File: src/rtl/dmem_arb_pkg.sv
// rtl/dmem_arb_pkg.sv - shared types for the data-memory port arbiter
package dmem_arb_pkg;

  // Write-enable encoding shared by the core, the DMA master and dmem.
  typedef enum logic [1:0] {
    WE_NONE = 2'b00,
    WE_BYTE = 2'b01,
    WE_HALF = 2'b10,
    WE_WORD = 2'b11
  } mem_we_t;

  // Arbiter state: normal CPU priority, or a one-cycle forced DMA slot.
  typedef enum logic {
    PRI_CPU   = 1'b0,
    FORCE_DMA = 1'b1
  } arb_state_t;

  localparam int MAX_WAIT_DEFAULT = 8;

  // A request with no write lanes enabled is a read.
  function automatic logic is_read(input logic [1:0] we);
    return we == WE_NONE;
  endfunction

endpackage

File: src/rtl/dmem_arb_starve_ctr.sv
// rtl/dmem_arb_starve_ctr.sv - saturating DMA wait counter with forced-grant compare
module dmem_arb_starve_ctr
  import dmem_arb_pkg::*;
#(
  parameter int MAX_WAIT = MAX_WAIT_DEFAULT,
  parameter int CNT_W    = $clog2(MAX_WAIT + 1)
) (
  input  logic clk,
  input  logic rst,
  input  logic inc,
  input  logic clr,
  output logic hit
);

  localparam logic [CNT_W-1:0] CNT_MAX = CNT_W'(MAX_WAIT);
  localparam logic [CNT_W-1:0] CNT_HIT = CNT_W'(MAX_WAIT - 1);

  logic [CNT_W-1:0] wait_cnt_q;
  logic [CNT_W-1:0] wait_cnt_d;

  // Clear has priority; otherwise count blocked cycles, holding at MAX_WAIT.
  always_comb begin
    wait_cnt_d = wait_cnt_q;
    if (clr) begin
      wait_cnt_d = '0;
    end else if (inc && (wait_cnt_q != CNT_MAX)) begin
      wait_cnt_d = wait_cnt_q + CNT_W'(1);
    end
  end

  // Counter register with synchronous active-low reset.
  always_ff @(posedge clk) begin
    if (!rst) begin
      wait_cnt_q <= '0;
    end else begin
      wait_cnt_q <= wait_cnt_d;
    end
  end

  // One more blocked cycle from here reaches MAX_WAIT.
  assign hit = (wait_cnt_q == CNT_HIT);

endmodule

File: src/rtl/dmem_port_arbiter.sv
// rtl/dmem_port_arbiter.sv - CPU-priority dmem port arbiter with DMA starvation guard
module dmem_port_arbiter
  import dmem_arb_pkg::*;
#(
  parameter int MAX_WAIT = MAX_WAIT_DEFAULT,
  localparam int CNT_W   = $clog2(MAX_WAIT + 1)
) (
  input  logic        clk,
  input  logic        rst,
  input  logic        cpu_req,
  input  logic [1:0]  cpu_we,
  input  logic [31:0] cpu_addr,
  input  logic [31:0] cpu_wdata,
  output logic [31:0] cpu_rdata,
  output logic        cpu_stall,
  input  logic        dma_valid,
  output logic        dma_ready,
  input  logic [1:0]  dma_we,
  input  logic [31:0] dma_addr,
  input  logic [31:0] dma_wdata,
  output logic [31:0] dma_rdata,
  output logic        dma_rvalid,
  output logic [1:0]  mem_we,
  output logic [31:0] mem_addr,
  output logic [31:0] mem_wdata,
  input  logic [31:0] mem_rdata
);

  if ((MAX_WAIT < 1) || (MAX_WAIT > 255)) begin : g_bad_max_wait
    $error("dmem_port_arbiter: MAX_WAIT must be in 1..255");
  end

  arb_state_t  state_q;
  arb_state_t  state_d;
  logic [31:0] dma_rdata_q;
  logic [31:0] dma_rdata_d;
  logic        dma_rvalid_q;
  logic        dma_rvalid_d;

  logic        grant_dma;
  logic        dma_blocked;
  logic        starve_hit;

  // Blocked means the DMA is asking and did not get the port this cycle.
  assign dma_blocked = dma_valid & ~grant_dma;

  dmem_arb_starve_ctr #(
    .MAX_WAIT (MAX_WAIT),
    .CNT_W    (CNT_W)
  ) u_starve_ctr (
    .clk (clk),
    .rst (rst),
    .inc (dma_blocked),
    .clr (~dma_valid | grant_dma),
    .hit (starve_hit)
  );

  // State register; reset returns to normal CPU priority.
  always_ff @(posedge clk) begin
    if (!rst) begin
      state_q <= PRI_CPU;
    end else begin
      state_q <= state_d;
    end
  end

  // Enter the forced slot on the last tolerated blocked cycle; the slot lasts one cycle.
  always_comb begin
    state_d = state_q;
    case (state_q)
      PRI_CPU:   if (starve_hit && dma_blocked) state_d = FORCE_DMA;
      FORCE_DMA: state_d = PRI_CPU;
      default:   state_d = PRI_CPU;
    endcase
  end

  // Grant, stall and dmem port mux; everything is quiet while in reset.
  always_comb begin
    grant_dma = rst & dma_valid & (~cpu_req | (state_q == FORCE_DMA));
    dma_ready = grant_dma;
    cpu_stall = rst & cpu_req & grant_dma;
    mem_we    = WE_NONE;
    mem_addr  = cpu_addr;
    mem_wdata = cpu_wdata;
    if (grant_dma) begin
      mem_we    = dma_we;
      mem_addr  = dma_addr;
      mem_wdata = dma_wdata;
    end else if (rst && cpu_req) begin
      mem_we    = cpu_we;
    end
  end

  // Capture DMA read data at the grant edge; rvalid pulses for the following cycle.
  always_comb begin
    dma_rvalid_d = grant_dma & is_read(dma_we);
    dma_rdata_d  = dma_rdata_q;
    if (dma_rvalid_d) begin
      dma_rdata_d = mem_rdata;
    end
  end

  // Read-return registers; reset also cancels a pending rvalid.
  always_ff @(posedge clk) begin
    if (!rst) begin
      dma_rdata_q  <= '0;
      dma_rvalid_q <= 1'b0;
    end else begin
      dma_rdata_q  <= dma_rdata_d;
      dma_rvalid_q <= dma_rvalid_d;
    end
  end

  assign cpu_rdata  = mem_rdata;
  assign dma_rdata  = dma_rdata_q;
  assign dma_rvalid = dma_rvalid_q;

endmodule
File: config.mk
export PLATFORM = sky130hd
export DESIGN_NAME = dmem_port_arbiter
export DESIGN_NICKNAME = d
export VERILOG_FILES = /design/src/rtl/dmem_arb_pkg.sv /design/src/rtl/dmem_arb_starve_ctr.sv /design/src/rtl/dmem_port_arbiter.sv
export SDC_FILE = /design/constraint.sdc
export NUM_CORES = 1
export LEC_CHECK = 0
export CORE_AREA = 5 5 114 116
export CTS_BUF_LIST = sky130_fd_sc_hd__clkbuf_16
export DETAILED_ROUTE_END_ITERATION = 10
export DIE_AREA = 0 0 119 121
export PLACE_DENSITY = 0.76
export SLEW_MARGIN = 20
export SYNTH_ARGS = -nofsm -noshare
export SYNTH_HDL_FRONTEND = slang
export SYNTH_HIERARCHICAL = 1
export SYNTH_SLANG_ARGS = --single-unit
export TNS_END_PERCENT = 10
File: constraint.sdc
create_clock -name clk -period 2.06 [get_ports clk]
set_clock_uncertainty 0.15 [all_clocks]
set_input_delay 0.412 -clock clk [delete_from_list [all_inputs] [get_ports clk]]
set_output_delay 0.412 -clock clk [all_outputs]
set_load 0.02 [all_outputs]
# Word-level counts from Yosys, hierarchy flattened
# Cells that the tools add are included.
# totals
ff_bits	38
latchBits	0
ramBits	0
romBits	0
inputBits	168
n_memories	0
# classes
n_addsub	1
mul	0
div_mod_pow	0
n_lt_le_gt_ge	0
n_eq_ne	2
shift	0
n_mux	6
bitwise_logic	13
n_reduce_logical	5
# ops
op	count
two-way mux 32 bit	2
AND 1 bit	6
NOT 1 bit	5
adder 4 x 1 -> 4 bit (second input constant)	1
equality test 4 x 3 -> 1 bit (second input constant)	1
two-way mux 2 bit	2
!= test 4 bit (second input constant)	1
logical AND 1 bit	3
logical NOT 2 bit	1
OR 1 bit	2
case mux 1 bit (2 select lines)	1
OR reduction 2 bit	1
two-way mux 1 bit	1

# Logic depth before layout (Yosys ltp)
# Gate-level depths: netlist of the first run.
# depth
word_depth	8
mapped_depth	10
ltp_nobuf	6

# By module
# Netlist of the first run, hierarchy kept.
# by_module_without_submodules
mod	n_inst	cells_per_inst	area_per_inst_um2	seq_area_each_um2
dmem_port_arbiter	1	268	2466.1	680.7
dmem_arb_starve_ctr	1	25	225.2	80.1

# Worst setup path after synthesis of the first run
# Ideal clock, no wire load.
# synth_timing
path_kind	input-to-output
startpoint	input rst
endpoint	output mem_we[0]
arrival_time_ns	1.812
slack_ns	-0.314
path_stages	8
path_cell_list	buf_4 and2_4 buf_6 nand2_4 buf_6 buf_6 inv_1 o21ai_0
# synth_via
elab_chain_len	3
# synth_lines
element	line_no	rtl
from (decl)	dmem_port_arbiter.sv:9	input logic rst,
AND 1 bit (2 in series)	dmem_port_arbiter.sv:79	grant_dma = rst & dma_valid & (~cpu_req | (state_q == FORCE_DMA));
via dma_ready	dmem_port_arbiter.sv:17	output logic dma_ready,
two-way mux 2 bit	dmem_port_arbiter.sv:85	if (grant_dma) begin
to (decl)	dmem_port_arbiter.sv:23	output logic [1:0] mem_we,
# The timed path passes the listed nets, and every way through them passes these cells.

# Worst setup path in the final report of the first run
# layout_timing
startpoint	register state_q
endpoint	output mem_wdata[9]
# layout_via
elab_chain_len	3
# layout_lines
element	line_no	rtl
from (decl)	dmem_port_arbiter.sv:33	arb_state_t state_q;
from (signal assigned)	dmem_port_arbiter.sv:63	state_q <= state_d;
OR 1 bit	dmem_port_arbiter.sv:79	
AND 1 bit	dmem_port_arbiter.sv:79	
two-way mux 32 bit	dmem_port_arbiter.sv:85	
to (decl)	dmem_port_arbiter.sv:25	output logic [31:0] mem_wdata,
# Every way passes these cells.

==> impl_metrics.tcl, run 1 <==
set metrics [dict create \
    path_class "reg2out" \
    grt_use_total_pct 19.1 \
    worstMarginPinSlew_ns 0.385 \
    hold_viol_final 0 \
    cts_tree "done" \
    num_io_pins 301 \
    synth.cell_area_sq_mm 0.00269 \
    yosys.area_share.simple_pct 17.6 \
    crit_path_max_fanout 6 \
    synth_warnings 6 \
    viasPerCell 4.50 \
    grt_pass1_wl_microns 21700 \
    ant_nets 0 \
    die_w_microns 119 \
    pre_cts_slack_ns -0.859 \
    drive_gt1_share_pct 33.8 \
    cts_sinks 38 \
    internal-power_uw 1860 \
    routedWlPerCell_microns 19.8 \
    clkSlewWorstSetupHoldPaths_ns 0.06 \
    swShare_pct 28.7 \
    max-cap-violations 0 \
    relSlewSlack_pct 74.4 \
    synth-compound-area-share_pct 7.58 \
    hold_class "reg2reg" \
    synth_top_family_by_area "multiplexers" \
    clkPwrFrac_pct 27.3 \
    syn_inst 293 \
    drt-pass1-iter-count 4 \
    crit_top_cell "buf_12" \
    insertion_delay_ns 0.27 \
    violations "negative setup slack" \
    critPathLaunchType "register" \
    vias 3341 \
    ff_latch_area_sq_um 762 \
    dp_cells 723 \
    crit_buf_inv 4 \
    antenna_found_initial 0 \
    timing.final.ws_setup_ns -0.183 \
    yosys.area_share.xor_xnor_pct 0.325 \
    grt_overflow_total 0 \
    synth-seq-area-share_pct 28.3 \
    multiInputGateArea_sq_mm 0.00162 \
    finalSetupViolations 64 \
    combPwrFrac_pct 43.7 \
    yosysUniqueCellTypes 27 \
    crit_path_max_incr_delay_ns 0.34 \
    seq_power_share_pct 29.0 \
    grt_start_max_net_pins 36 \
    port_buffers 300 \
    period_needed_ns 2.24 \
    wirelength_microns 14700 \
    avgSynthCellArea_sq_um 9.19 \
    synth_mux_area_share_pct 30.5 \
    hold_buffers 0 \
    setup_tns_ns -7.14 \
    place_congestion 0.946 \
    layout.nets 764 \
    ys_seq_elements 38 \
    power_density_mw_per_mm2 421 \
    syn_to_final_growth_pct 131 \
    status "complete, but fails checks" \
    fin_total_pwr_uw 2610 \
    fill_cells 1051 \
    switching_power_uw 750 \
    cp.required_ns 1.50 \
    p_leak_uw 0.00271 \
    cts_buffers 5 \
    dieArea_sq_mm 0.0144 \
    core-area_sq_mm 0.0118 \
    die_y_microns 121 \
    clk_path_buf_depth 2 \
    num_rows 40 \
    cp.arrival_ns 1.68 \
    synthAdderAreaFrac_pct 0.930 \
    diodes 0 \
    rsz0062_at_grt "true" \
    htree_levels 2 \
    path_cells "nand2b_4 > nand2_4 > buf_12 > buf_12 > buf_16 > mux2_4 > buf_6" \
    dp_hpwl_microns 11500 \
    ctsRootBufferMaster "clkbuf_16" \
    crit_slowest_cell "dfxtp_2" \
    vdd_drop_max_mv 0.330 \
    initial_core_util_pct 22.8 \
    fmax_mhz 446 \
    fin_hold_ws_ns 0.305 \
    instances_no_fill 742 \
    fin_crit_sh_pct 109 \
    report.final.slew_viol_count 0 \
    endpoint_kind "output port" \
    drc 0 \
    grt_pass1_vias 3571 \
    first_iter_violations 138 \
    critPathTopFamily "buffers and inverters" \
    syn_nets 463 \
]
[stage by stage]
stage	util [%]	area, sq um
6_report	52.6	6210
5_1_grt	52.6	6210
4_1_cts	51.9	6140
3_5_place_dp	49.7	5870
3_3_place_gp	49.7	5870
2_1_floorplan	-	2730
[cells by family (layout without fill, tap and decap cells)]
group | after synthesis | after routing
AO/OA/AOI/OAI | 39 | 39
XOR/XNOR | 1 | 1
adder cells (fa/ha/maj) | 2 | 2
buffers and inverters | 61 | 363
flip-flops | 38 | 38
multiplexers | 64 | 64
AND/OR/NAND/NOR | 88 | 88
[final cells by class]
| class | instances | area share (%) |
|---|---|---|
| timing repair buffer | 352 | 56.2 |
| multi-input combinational | 194 | 26.1 |
| sequential | 38 | 12.3 |
| tap | 147 | 2.96 |
| clock buffer | 5 | 2.01 |
| inverter | 3 | 0.242 |
| clock inverter | 3 | 0.181 |
[power by group through the flow]
stage / Clock (uW) / Combinational [uW] / Sequential, uW
floorplan: 0 / 439 / 791
global placement: 0 / 1090 / 774
detailed placement: 0 / 1100 / 774
CTS: 742 / 1120 / 758
global route: 796 / 1190 / 759
finish: 714 / 1140 / 759
[flip-flops by register name, summed over array words and instances, names as in the netlist]
signal	count
u_starve_ctr/wait_cnt_q	4
dma_rvalid	1
state_q	1
dma_rdata	32
[cells in the mapped netlist, drive strengths merged]
cell | count | share of area (%)
mux2 | 64 | 31
buf | 43 | 12
dfxtp | 38 | 28
nand2 | 37 | 5.4
o21ai | 34 | 6.3
nand4 | 33 | 7.7
clkbuf | 15 | 2.1
nand3 | 6 | 1.1
a21oi | 3 | 0.70
inv | 3 | 0.42
nor2 | 3 | 0.42
a21o | 2 | 0.56
and2 | 2 | 0.56
and3 | 2 | 0.46
ha | 2 | 0.93
nand2b | 2 | 0.46
and4b | 1 | 0.37
nand3b | 1 | 0.74
nand4b | 1 | 0.33
xor2 | 1 | 0.33
[what timing repair did]
| item | 4_1_cts | 5_1_grt |
|---|---|---|
| buffers inserted | 5 | 1 |
| resized for setup | 404 | 26 |
| pin swaps | 2 | 0 |
| endpoints found under the setup margin | 98 | 69 |
| cloned | 5 | 0 |
[per-layer routing]
metal  up-vias  part of all wire [%]  track usage [%]
met2       147                    51             33.7
met1      1560                    41             23.3
li1       1622                     -                -
met3        12                   6.5             5.36
met4         0                  0.98             3.19
met5         -                     0                0
[cells in the final DEF (no fill, tap or decap), drive strengths merged, types with 2 or more instances in the layout]
| master | instances |
|---|---|
| ha | 2 |
| and3 | 2 |
| clkinv | 3 |
| dlymetal6s2s | 2 |
| nand2 | 37 |
| clkdlybuf4s50 | 197 |
| nand4 | 33 |
| dfxtp | 38 |
| a21oi | 3 |
| dlygate4sd2 | 31 |
| nor2 | 3 |
| mux2 | 64 |
| inv | 2 |
| a21o | 2 |
| clkbuf | 5 |
| buf | 120 |
| and2 | 2 |
| nand2b | 2 |
| nand3 | 6 |
| o21ai | 34 |
[path summary, 6_finish.rpt]
path / start / cells after the start / end / slack [ns]
max: state_q / 7 / mem_wdata[9] / -0.18
min: dma_rdata[18] / 2 / dma_rdata[18] / 0.30
max reg2reg: state_q / 8 / u_starve_ctr/wait_cnt_q[1] / 0.41
min reg2reg: dma_rdata[18] / 2 / dma_rdata[18] / 0.30
[worst reg2reg max path, cell delays in order, from the launching register on]
cell	delay [ns]
dfxtp_2	0.34
nand2b_4	0.14
nand2_4	0.08
buf_6	0.13
buf_6	0.12
and2_1	0.19
buf_4	0.16
a21o_1	0.17
a21oi_2	0.12
(Power assumes the default switching activity.)
==> inputs of run 2 (changes only) <==
Settings changed: CORE_AREA 5 5 114 116 to 5 5 113 115, DIE_AREA 0 0 119 121 to 0 0 118 120, PLACE_DENSITY 0.76 to 0.8.
Clock period 2.06 ns to 1.83 ns, I/O delays scaled along.
==> run 2 against run 1 <==
  * The flow still finishes with violations (negative setup slack)
  * Clock-buffer cell count stayed put
  * Setup slack got worse by 0.083 ns
  * Power increased by 15%
  * Wire length shrank 4.0%
  * Non-clock buffer count fell by 5
  * Final cell count is 0.54% lower
  * First-iteration DRC count grew 60%
  * Global-route usage shrank 1.4 points
  * Critical path type unchanged
  * Largest cell class unchanged
  * Highest routed layer unchanged
==> impl_metrics.tcl, run 2 (same netlist as run 1, synthesis figures left out) <==
set metrics [dict create \
    largest_register_ffs 32 \
    clk_path_buf_depth 2 \
    grt_pass1_wl_microns 20300 \
    drt-pass1-iter-count 4 \
    die_y_microns 120 \
    num_io_pins 301 \
    dieArea_sq_mm 0.0142 \
    wirelength_microns 14100 \
    violations "negative setup slack" \
    combPwrFrac_pct 44.3 \
    internal-power_uw 2140 \
    min_to "dma_rdata[15]" \
    cp.required_ns 1.31 \
    htree_levels 2 \
    fin_util_pct 54.3 \
    dp_cells 721 \
    antenna_found_initial 0 \
    clkSlewWorstSetupHoldPaths_ns 0.06 \
    max-cap-violations 0 \
    power_density_mw_per_mm2 473 \
    clkPwrFrac_pct 27.3 \
    cts_tree "done" \
    crit_slowest_cell "dfxtp_2" \
    final_common_cell "clkdlybuf4s50_1" \
    die_w_microns 118 \
    place_area_sq_mm 0.00584 \
    layout.nets 760 \
    switching_power_uw 870 \
    fin_crit_sh_pct 114 \
    mostFrequentLayoutCells "clkdlybuf4s50_1 (197), buf_6 (61), mux2_4 (60), dfxtp_1 (37), nand2_1 (36)" \
    crit_path_max_incr_delay_ns 0.32 \
    initial_core_util_pct 23.0 \
    whs_path_depth 2 \
    insertion_delay_ns 0.27 \
    timing.rr.end "dma_rdata[7]" \
    first_iter_violations 221 \
    path_class "reg2out" \
    crit_path_max_fanout 7 \
    dr_wl_met2_microns 7680 \
    viasPerCell 4.53 \
    fmax_mhz 477 \
    grt_overflow_total 0 \
    fill_cells 1011 \
    syn_to_final_growth_pct 136 \
    finalSetupViolations 68 \
    wl_met1_microns 5220 \
    fin_area_sq_mm 0.00636 \
    critPathLaunchType "register" \
    r2r_start "state_q" \
    ctsRootBufferMaster "clkbuf_16" \
    place_congestion 0.857 \
    timing.final.ws_setup_ns -0.265 \
    grt_pass1_vias 3603 \
    p_leak_uw 0.00279 \
    drive_gt1_share_pct 33.7 \
    endpoint_kind "output port" \
    instances_no_fill 738 \
    hold_class "reg2reg" \
    drc 0 \
    grt_use_total_pct 17.7 \
    ant_nets 0 \
    rsz0062_at_grt "true" \
    hold_viol_final 0 \
    grt_start_max_net_pins 36 \
    routedWlPerCell_microns 19.1 \
    ff_latch_area_sq_um 762 \
    core-area_sq_mm 0.0117 \
    vias 3346 \
    status "complete, but fails checks" \
    r2r_cells 6 \
    swShare_pct 28.9 \
    diodes 0 \
    cp.arrival_ns 1.58 \
    wl_met3_microns 1040 \
    highest_layer "met4" \
    cts_sinks 38 \
    report.final.slew_viol_count 0 \
    path_cells "nand2b_4 > nand2_8 > clkbuf_16 > mux2_4 > buf_6" \
    rrSetupSlack_ns 0.16 \
    multiInputGateArea_sq_mm 0.00172 \
    num_rows 40 \
    worstMarginPinSlew_ns 0.327 \
    vdd_drop_max_mv 0.382 \
    dp_hpwl_microns 11000 \
    seq_power_share_pct 28.3 \
    cts_buffers 5 \
    min_from "dma_rdata[15]" \
    hold_buffers 0 \
    port_buffers 300 \
    relSlewSlack_pct 78.2 \
    period_needed_ns 2.10 \
]
[run 2: through the flow]
stage | TNS, ns | setup WS (ns) | total power, uW | hold WS (ns)
final | -15.34 | -0.265 | 3010 | 0.313
after global placement | -76.53 | -0.955 | 2090 | 0.296
after CTS | -18.44 | -0.349 | 2940 | 0.313
after detailed placement | -79.36 | -0.978 | 2110 | 0.302
after floorplan | -5.79 | -0.181 | 1390 | 0.320
after global routing | -19.36 | -0.324 | 3150 | 0.335
[run 2: how the worst max path moves through the flow]
| stage | slack (ns) | endpoint | start |
|---|---|---|---|
| after floorplan | -0.18 | mem_we[0] | rst |
| after global placement | -0.95 | mem_wdata[3] | cpu_req |
| after detailed placement | -0.98 | mem_wdata[28] | cpu_req |
| after CTS | -0.35 | mem_wdata[24] | state_q |
| after global routing | -0.32 | mem_we[0] | state_q |
| final | -0.27 | mem_addr[1] | state_q |
[run 2: worst max-delay path: cells and delay by family, from the launching register on]
family	cells	cell delay (ns)
flip-flops	1	0.32
multiplexers	1	0.31
buffers and inverters	2	0.30
AND/OR/NAND/NOR	2	0.36
[run 2: cell type report]
cell class / count / area share, %
well taps: 147 / 2.89
flip-flops and latches: 38 / 12.0
clock buffers: 5 / 1.97
inverters: 3 / 0.236
repair buffers: 347 / 55.7
multi-input cells: 195 / 27.0
clock inverters: 3 / 0.256
[run 2: timing repair]
| item | CTS | global route |
|---|---|---|
| buffers inserted | 4 | 1 |
| setup endpoints to repair | 133 | 68 |
| pin swaps | 2 | 2 |
| gates cloned | 4 | 4 |
| gates resized for setup | 401 | 89 |
[run 2: per-layer routing]
| layer | vias to the layer above | global-route usage (%) |
|---|---|---|
| met4 | 0 | 3.58 |
| met2 | 160 | 33.7 |
| met5 | - | 0 |
| li1 | 1609 | - |
| met1 | 1566 | 19.3 |
| met3 | 11 | 5.14 |
[run 2: power by group through the flow]
stage | registers (uW) | logic [uW] | clock network [uW]
2_1_floorplan | 891 | 496 | 0
3_3_place_gp | 871 | 1220 | 0
3_5_place_dp | 872 | 1230 | 0
4_1_cts | 854 | 1240 | 847
5_1_grt | 855 | 1400 | 898
6_report | 854 | 1340 | 823
==> inputs of run 3 (changes only) <==
Settings changed: PLACE_DENSITY 0.8 to 0.71.
==> run 3 against run 2 <==
  * The flow still finishes with violations (negative setup slack)
  * Sequential power barely moved
  * Wire length rose by 4.8%
  * Fmax barely moved
  * Hold slack got worse by 0.0023 ns
==> impl_metrics.tcl, run 3 (same netlist as run 1, synthesis figures left out) <==
set metrics [dict create \
    cp.required_ns 1.31 \
    die_w_microns 118 \
    grt_start_max_net_pins 36 \
    diodes 0 \
    drt-pass1-iter-count 4 \
    layout.nets 762 \
    core-area_sq_mm 0.0117 \
    port_buffers 300 \
    max-cap-violations 0 \
    hold_class "reg2reg" \
    fmax_mhz 477 \
    antenna_found_initial 0 \
    power_density_mw_per_mm2 486 \
    vdd_drop_max_mv 0.371 \
    viasPerCell 4.61 \
    htree_levels 2 \
    initial_core_util_pct 23.0 \
    final_common_cell "clkdlybuf4s50_1" \
    cts_tree "done" \
    timing.final.ws_setup_ns -0.266 \
    crit_path_max_fanout 10 \
    rsz0062_at_grt "true" \
    p_leak_uw 0.00267 \
    largest_register_ffs 32 \
    worstMarginPinSlew_ns 0.279 \
    period_needed_ns 2.10 \
    num_io_pins 301 \
    grt_pass1_vias 3615 \
    grt_use_total_pct 19.0 \
    fin_crit_sh_pct 115 \
    syn_to_final_growth_pct 127 \
    dp_cells 719 \
    vias 3415 \
    clk_path_buf_depth 2 \
    clkSlewWorstSetupHoldPaths_ns 0.06 \
    ctsRootBufferMaster "clkbuf_16" \
    hold_viol_final 0 \
    violations "negative setup slack" \
    grt_pass1_wl_microns 21400 \
    relSlewSlack_pct 81.4 \
    report.final.slew_viol_count 0 \
    dieArea_sq_mm 0.0142 \
    cts_buffers 5 \
    cp.arrival_ns 1.58 \
    dp_hpwl_microns 11100 \
    critPathLaunchType "register" \
    endpoint_kind "output port" \
    wirelength_microns 14700 \
    ant_nets 0 \
    drc 0 \
    instances_no_fill 740 \
    num_rows 40 \
    hold_buffers 0 \
    status "complete, but fails checks" \
    grt_overflow_total 0 \
    path_class "reg2out" \
    insertion_delay_ns 0.27 \
    die_y_microns 120 \
    routedWlPerCell_microns 19.9 \
    first_iter_violations 147 \
    setup_tns_ns -15.19 \
    place_congestion 0.835 \
    cts_sinks 38 \
    drive_gt1_share_pct 34.4 \
    finalSetupViolations 67 \
    mostFrequentLayoutCells "clkdlybuf4s50_1 (196), mux2_4 (43), buf_6 (37), dfxtp_1 (37), nand2_1 (36)" \
]
-- run 3: changes by cell type in the layout (fill, tap and decap cells not counted), moves of 10 or more --
cell | previous run | this run
mux2_2 | 4 | 21
clkbuf_2 | 0 | 20
buf_2 | 8 | 18
buf_6 | 61 | 37
mux2_4 | 60 | 43
-- run 3: final timing paths --
check / start / to / slack, ns / cells after the start
worst min-delay path: dma_rdata[26] / dma_rdata[26] / 0.31 / 2
worst max-delay path: state_q / mem_wdata[27] / -0.27 / 5
worst max register to register: state_q / u_starve_ctr/wait_cnt_q[3] / 0.11 / 8
worst min register to register: dma_rdata[26] / dma_rdata[26] / 0.31 / 2
-- run 3: worst max-delay path, cell delays in order (launching register included) --
cell	delay, ns
dfxtp_2	0.32
nand2b_4	0.18
nand2_8	0.15
buf_12	0.15
mux2_2	0.34
buf_2	0.16
-- run 3: metal layers --
metal,share of wire (%),GRT usage (%)
met1,41,22.6
met2,50,33.1
met3,7.0,5.33
met4,2.7,5.88
met5,0,0
-- run 3: where the power goes --
part	leakage, uW	switching, uW	internal [uW]	total (uW)
registers	0.000308	9.09	844	854
logic	0.00229	531	731	1260
clock network	0.0000679	348	505	853
-- run 3: timing repair --
action                                 4_1_cts  5_1_grt
setup endpoints to repair                  132       70
pin swaps                                    2        2
buffers inserted                             7        2
gates cloned                                 4        3
endpoints found under the hold margin        0        0
gates resized for setup                    277      118
-- run 3: area by class of cell --
cell class,count,area (sq um)
fill,1081,5600
timing repair buffer,349,3350
multi-input combinational,195,1650
sequential,38,762
tap,147,184
clock buffer,5,125
clock inverter,3,20.0
inverter,3,15.0
-- run 3: stage by stage --
stage / utilization [%] / worst slack [ns] / power, uW / instance area [sq um] / hold slack (ns)
finish: 52.1 / -0.266 / 2970 / 6110 / 0.311
global route: 52.1 / -0.309 / 3100 / 6110 / 0.327
floorplan: - / -0.181 / 1390 / 2740 / 0.320
detailed placement: 49.6 / -0.976 / 2110 / 5800 / 0.301
CTS: 50.8 / -0.435 / 2940 / 5950 / 0.312
global placement: 49.6 / -0.945 / 2100 / 5800 / 0.292
